===== src/rtl/axi_skid_buffer_pkg.sv =====
// Shared types for the valid/ready skid buffer register slice.
// The occupancy state is exported so checkers can bind to it directly.
package axi_skid_buffer_pkg;

    typedef enum logic [1:0] {
        ST_EMPTY = 2'd0,
        ST_BUSY  = 2'd1,
        ST_FULL  = 2'd2
    } skid_state_e;

    function automatic logic state_has_output(input skid_state_e s);
        return (s == ST_BUSY) || (s == ST_FULL);
    endfunction

endpackage


===== src/rtl/axi_skid_buffer.sv =====
// Fully registered valid/ready slice with one skid beat for the cycle after a stall.
// Handshake: a beat moves on a rising edge where valid and ready are both high; a
// producer holding valid high must keep its beat until it is taken.
module axi_skid_buffer
    import axi_skid_buffer_pkg::*;
#(
    parameter int DATA_WIDTH = 8
) (
    input  logic                  clk,
    input  logic                  reset,
    input  logic                  valid_in,
    input  logic [DATA_WIDTH-1:0] data_in,
    output logic                  ready_out,
    output logic                  valid_out,
    output logic [DATA_WIDTH-1:0] data_out,
    input  logic                  ready_in,
    output skid_state_e           state_o
);

    skid_state_e           state_q, state_d;
    logic [DATA_WIDTH-1:0] out_data_q, out_data_d;
    logic [DATA_WIDTH-1:0] skid_data_q, skid_data_d;
    logic                  in_xfer, out_xfer;

    // ready_out depends only on registered state, never on ready_in.
    assign ready_out = (state_q != ST_FULL) && !reset;
    assign valid_out = state_has_output(state_q);
    assign data_out  = out_data_q;
    assign state_o   = state_q;

    assign in_xfer  = valid_in && ready_out;
    assign out_xfer = valid_out && ready_in;

    always_ff @(posedge clk or posedge reset) begin
        if (reset) begin
            state_q     <= ST_EMPTY;
            out_data_q  <= '0;
            skid_data_q <= '0;
        end else begin
            state_q     <= state_d;
            out_data_q  <= out_data_d;
            skid_data_q <= skid_data_d;
        end
    end

    always_comb begin
        state_d     = state_q;
        out_data_d  = out_data_q;
        skid_data_d = skid_data_q;
        case (state_q)
            ST_EMPTY: begin
                if (in_xfer) begin
                    state_d    = ST_BUSY;
                    out_data_d = data_in;
                end
            end
            ST_BUSY: begin
                if (in_xfer && out_xfer) begin
                    out_data_d = data_in;
                end else if (out_xfer) begin
                    state_d = ST_EMPTY;
                end else if (in_xfer) begin
                    state_d     = ST_FULL;
                    skid_data_d = data_in;
                end
            end
            ST_FULL: begin
                // Upstream is blocked here, so only the skid beat can advance.
                if (out_xfer) begin
                    state_d    = ST_BUSY;
                    out_data_d = skid_data_q;
                end
            end
            default: begin
                state_d = ST_EMPTY;
            end
        endcase
    end

endmodule


===== config.mk =====
export PLATFORM = sky130hd
export DESIGN_NAME = axi_skid_buffer
export DESIGN_NICKNAME = d
export VERILOG_FILES = /design/src/rtl/axi_skid_buffer_pkg.sv /design/src/rtl/axi_skid_buffer.sv
export SDC_FILE = /design/constraint.sdc
export NUM_CORES = 1
export LEC_CHECK = 0
export BUFFER_PORTS_ARGS = -buffer_cell sky130_fd_sc_hd__buf_2
export CAP_MARGIN = 10
export CORE_MARGIN = 3
export CORE_UTILIZATION = 40
export CTS_BUF_LIST = sky130_fd_sc_hd__clkbuf_8 sky130_fd_sc_hd__clkbuf_16
export DETAILED_ROUTE_END_ITERATION = 6
export GPL_TIMING_DRIVEN = 0
export PLACE_DENSITY = 0.71
export SLEW_MARGIN = 30
export SYNTH_ARGS = -nofsm -noshare
export SYNTH_HDL_FRONTEND = slang
export SYNTH_SLANG_ARGS = --single-unit

===== constraint.sdc =====
create_clock -name clk -period 2.8 [get_ports clk]
set_input_delay 0.56 -clock clk [delete_from_list [all_inputs] [get_ports clk]]
set_output_delay 0.56 -clock clk [all_outputs]
set_load 0.005 [all_outputs]

==> impl.org <==
** Run status
- The run finished with clean final reports.

** Global routing
- Global-route wire length before repair :: 2.79 mm
- Overall routing resource usage :: 0.136
- After global routing the overflow that remains totals 0.
- The number of antenna violations at the first check in global routing is 0.
- Entering global routing, the biggest net connects 19 pins.
- Vias in the first global route :: 608

** Drt
- Post-route DRC violation count :: 0
- The routed layout has 599 vias.
- Initial detailed-routing violation count :: 4
- In the routed layout, each cell is associated on average with a via count of 5.03.
- Detailed Routing Iterations Pass 1 :: 4
- After detailed routing, the average wire length per cell comes to 14.0 um.
- Total Routed Length :: 1.67 mm
- Once detail routing completed, the nets flagged for antenna violations numbered 0.

** Synth
- Synthesized-area fraction occupied by adder cells :: 0.0538
- Post-synthesis compound-gate area fraction :: 0.0363
- Counting flops and latches in the post-synthesis netlist gives 18.
- Share of synthesized cell area in and, or, nand and nor gates :: 0.0606
- In the post-synthesis netlist, the biggest area contributors are sky130_fd_sc_hd__dfrtp_1, sky130_fd_sc_hd__mux2_2, sky130_fd_sc_hd__mux2_4.
- Fraction of synthesized area in multiplexers :: 0.323
- Of the post-synthesis cell area, the dominant cell type holds 0.485.
- Yosys printed 0 warnings.
- After technology mapping, the gate count stands at 65.
- Summing every instance area after synthesis gives 930 sq um.
- Of all cell types, the one taking the most synthesized area is sky130_fd_sc_hd__dfrtp_1.
- In this run, distinct cell masters in the synthesized netlist total 18.
- For this run, the register share of the synthesized area comes to 0.485.
- Counting every net in the synthesized netlist gives 81.
- Of the total synthesized cell area, the portion taken by XOR and XNOR cells is 0.00942.
- Main combinational cell family by area after synthesis :: multiplexers
- A synthesized cell averages 14.3 sq um.

** Die
- Full die area :: 0.00294 sq mm
- Cell Rows :: 16
- Vertical die dimension :: 54.2 um
- Core outline area :: 0.00208 sq mm
- Floorplan die width :: 54.2 um
- Boundary Pins :: 24
- Starting density of the core :: 0.447

** Timing
- Counting I/O delays and the setup requirement, the final critical path takes 2060 ps.
- Hold Vio Cnt, Final :: 0
- Setup repair after global routing left no endpoint under its margin.
- Setup violations remaining at the end of the flow were counted as 0.
- Slew at the pin closest to its max-slew limit :: 647 ps
- Setup_tns :: 0 ps
- Static timing analysis puts the maximum clock frequency at 485 MHz.
- Final worst-path setup slack :: 738 ps
- Ratio of final minimum period to clock period :: 0.736
- Relative slew margins :: 0.568
- Pins Over Slew Limit :: 0
- Between clock sinks in the finished design, the worst skew comes to 0.880 ps.

** Power
- IR drop worst, VDD :: 508 uV
- Cell Pwr Density :: 1160 mW/mm^2
- In this run the static leakage power is 0.562 nW.

** Finish
- In the final layout, flip-flops and latches occupy 450 sq um.
- Fill cells :: 196
- Relative area change from synthesis to final layout :: 21.9%
- Number of nets in the layout :: 109
- In the final layout, the share of cells above drive strength 1 is 0.598.
- Utilization of the core after routing :: 0.544
- Footprint of the multi-input gates :: 449 sq um
- Number of diodes added for antenna fixing :: 0
- Final Non-Filler Cells :: 119

** Worst setup path
- Required time worst endpoint :: 2940 ps
- Data arrives at the worst endpoint at 2200 ps.
- The critical path in this run is classified as reg -> reg.
- The worst setup path is captured at a flip-flop.
- Max FO, Critical Path :: 10
- STA classifies the critical path startpoint as a flip-flop.

** Hold path
- The tightest min-delay check is of the in -> async type.

** Clock tree
- Resized Gates After CTS :: 0
- TritonCTS built the clock tree.
- The cell sitting at the root of the clock tree is a sky130_fd_sc_hd__clkbuf_8.
- In this run the number of H-tree levels came out at 1.
- After clock tree synthesis, the clock-pin slew on the worst setup and hold paths is 70 ps.
- The clock passes through at most 2 buffers.
- The number of clock buffers added by TritonCTS is 3.
- For this design, the sink count on the clock tree is 18.
- Number of setup buffers added after CTS :: 0
- Insertion delay to the later sink of the worst-skew pair :: 250 ps
- Post-cts hold buffer count :: 0

** Placement
- At the placement stage, the worst setup path has a slack of 750 ps.
- Number of cells in the design after placement :: 115
- Detailed placement finished with a half-perimeter wire length of 1.27 mm.
- The count of buffers added on input and output ports is 23.
- The congestion estimate from routability-driven global placement came to 0.669.

** Job
- Across the run, the number of max-cap violations was 0.
-- cell usage in the layout (no fill, tap or decap), types with 2 or more instances in the layout --
cell                       count
sky130_fd_sc_hd__a211o_1       2
sky130_fd_sc_hd__buf_2        23
sky130_fd_sc_hd__inv_1         3
sky130_fd_sc_hd__nand3_1       2
sky130_fd_sc_hd__mux2_4        8
sky130_fd_sc_hd__ha_1          4
sky130_fd_sc_hd__mux2_2       16
sky130_fd_sc_hd__nor2_1        2
sky130_fd_sc_hd__dfrtp_1      18
sky130_fd_sc_hd__clkbuf_8      4
-- synthesized netlist by cell type --
master	instances
sky130_fd_sc_hd__a211o_1	2
sky130_fd_sc_hd__a21oi_1	1
sky130_fd_sc_hd__buf_4	1
sky130_fd_sc_hd__buf_6	1
sky130_fd_sc_hd__dfrtp_1	18
sky130_fd_sc_hd__ha_1	4
sky130_fd_sc_hd__inv_1	3
sky130_fd_sc_hd__mux2_2	16
sky130_fd_sc_hd__mux2_4	8
sky130_fd_sc_hd__nand2_1	1
sky130_fd_sc_hd__nand3_1	2
sky130_fd_sc_hd__nor2_1	2
sky130_fd_sc_hd__nor2b_1	1
sky130_fd_sc_hd__nor3_2	1
sky130_fd_sc_hd__nor3b_4	1
sky130_fd_sc_hd__o21ai_0	1
sky130_fd_sc_hd__o22ai_1	1
sky130_fd_sc_hd__xor2_1	1
-- through the flow --
| step | area, sq um | hold WS, ps | power [mW] |
|---|---|---|---|
| 2_1_floorplan | 930 | 474 | 0.939 |
| 3_3_place_gp | 1080 | 481 | 1.09 |
| 3_5_place_dp | 1080 | 490 | 1.12 |
| 4_1_cts | 1130 | 455 | 1.33 |
| 5_1_grt | 1130 | 477 | 1.42 |
| 6_report | 1130 | 424 | 1.32 |
-- state kept, by name, indices dropped and copies added (netlist names) --
register and count:
state_o 2, data_out 8, skid_data_q 8
-- cells by family after synthesis --
| group | after synthesis |
|---|---|
| AND/OR/NAND/NOR | 8 |
| AO/OA/AOI/OAI | 5 |
| adder cells (fa/ha/maj) | 4 |
| buffers and inverters | 5 |
| flip-flops | 18 |
| multiplexers | 24 |
| XOR/XNOR | 1 |
-- area by class of cell --
class,count,share of cell area
Inverter,3,0.00993
Tap cell,27,0.0298
Clock buffer,4,0.0486
Sequential cell,18,0.397
Buffer,2,0.0166
Timing Repair Buffer,23,0.102
Multi-Input combinational cell,42,0.396
-- report_power, final --
group          switching [mW]  leakage [nW]  internal (mW)
clock                  0.0863        0.0288          0.125
sequential             0.0725         0.215          0.395
combinational           0.256         0.318          0.382
total                   0.415         0.562          0.902
-- worst max-delay path, stage by stage (launching register included) --
cell	delay, ps
sky130_fd_sc_hd__dfrtp_1	410
sky130_fd_sc_hd__inv_1	100
sky130_fd_sc_hd__ha_1	240
sky130_fd_sc_hd__buf_4	190
sky130_fd_sc_hd__nor2_1	180
sky130_fd_sc_hd__nor3_2	80
sky130_fd_sc_hd__a211o_1	290
sky130_fd_sc_hd__buf_6	160
sky130_fd_sc_hd__mux2_4	300
-- worst paths after layout --
| check | depth (start not counted) | slack (ps) | to | start |
|---|---|---|---|---|
| worst max-delay path | 8 | 740 | data_out[5]$_DFFE_PP0P_ | state_o[0]$_DFFE_PP0P_ |
| worst min-delay path | 2 | 420 | state_o[1]$_DFFE_PP0P_ | reset |
| worst max register to register | 8 | 740 | data_out[5]$_DFFE_PP0P_ | state_o[0]$_DFFE_PP0P_ |
| worst min register to register | 1 | 500 | skid_data_q[1]$_DFFE_PP0P_ | skid_data_q[1]$_DFFE_PP0P_ |
| max in group asynchronous | 2 | 1960 | data_out[6]$_DFFE_PP0P_ | reset |
| min in group clk | 1 | 500 | skid_data_q[1]$_DFFE_PP0P_ | skid_data_q[1]$_DFFE_PP0P_ |
-- routing by layer --
metal	track usage	wire length (um)	up-vias
li1	-	-	283
met5	0	0	-
met3	0.0572	110	0
met1	0.151	685	297
met2	0.237	874	19
met4	0.0373	0	0
No activity file was read; power rests on OpenSTA's default activity.
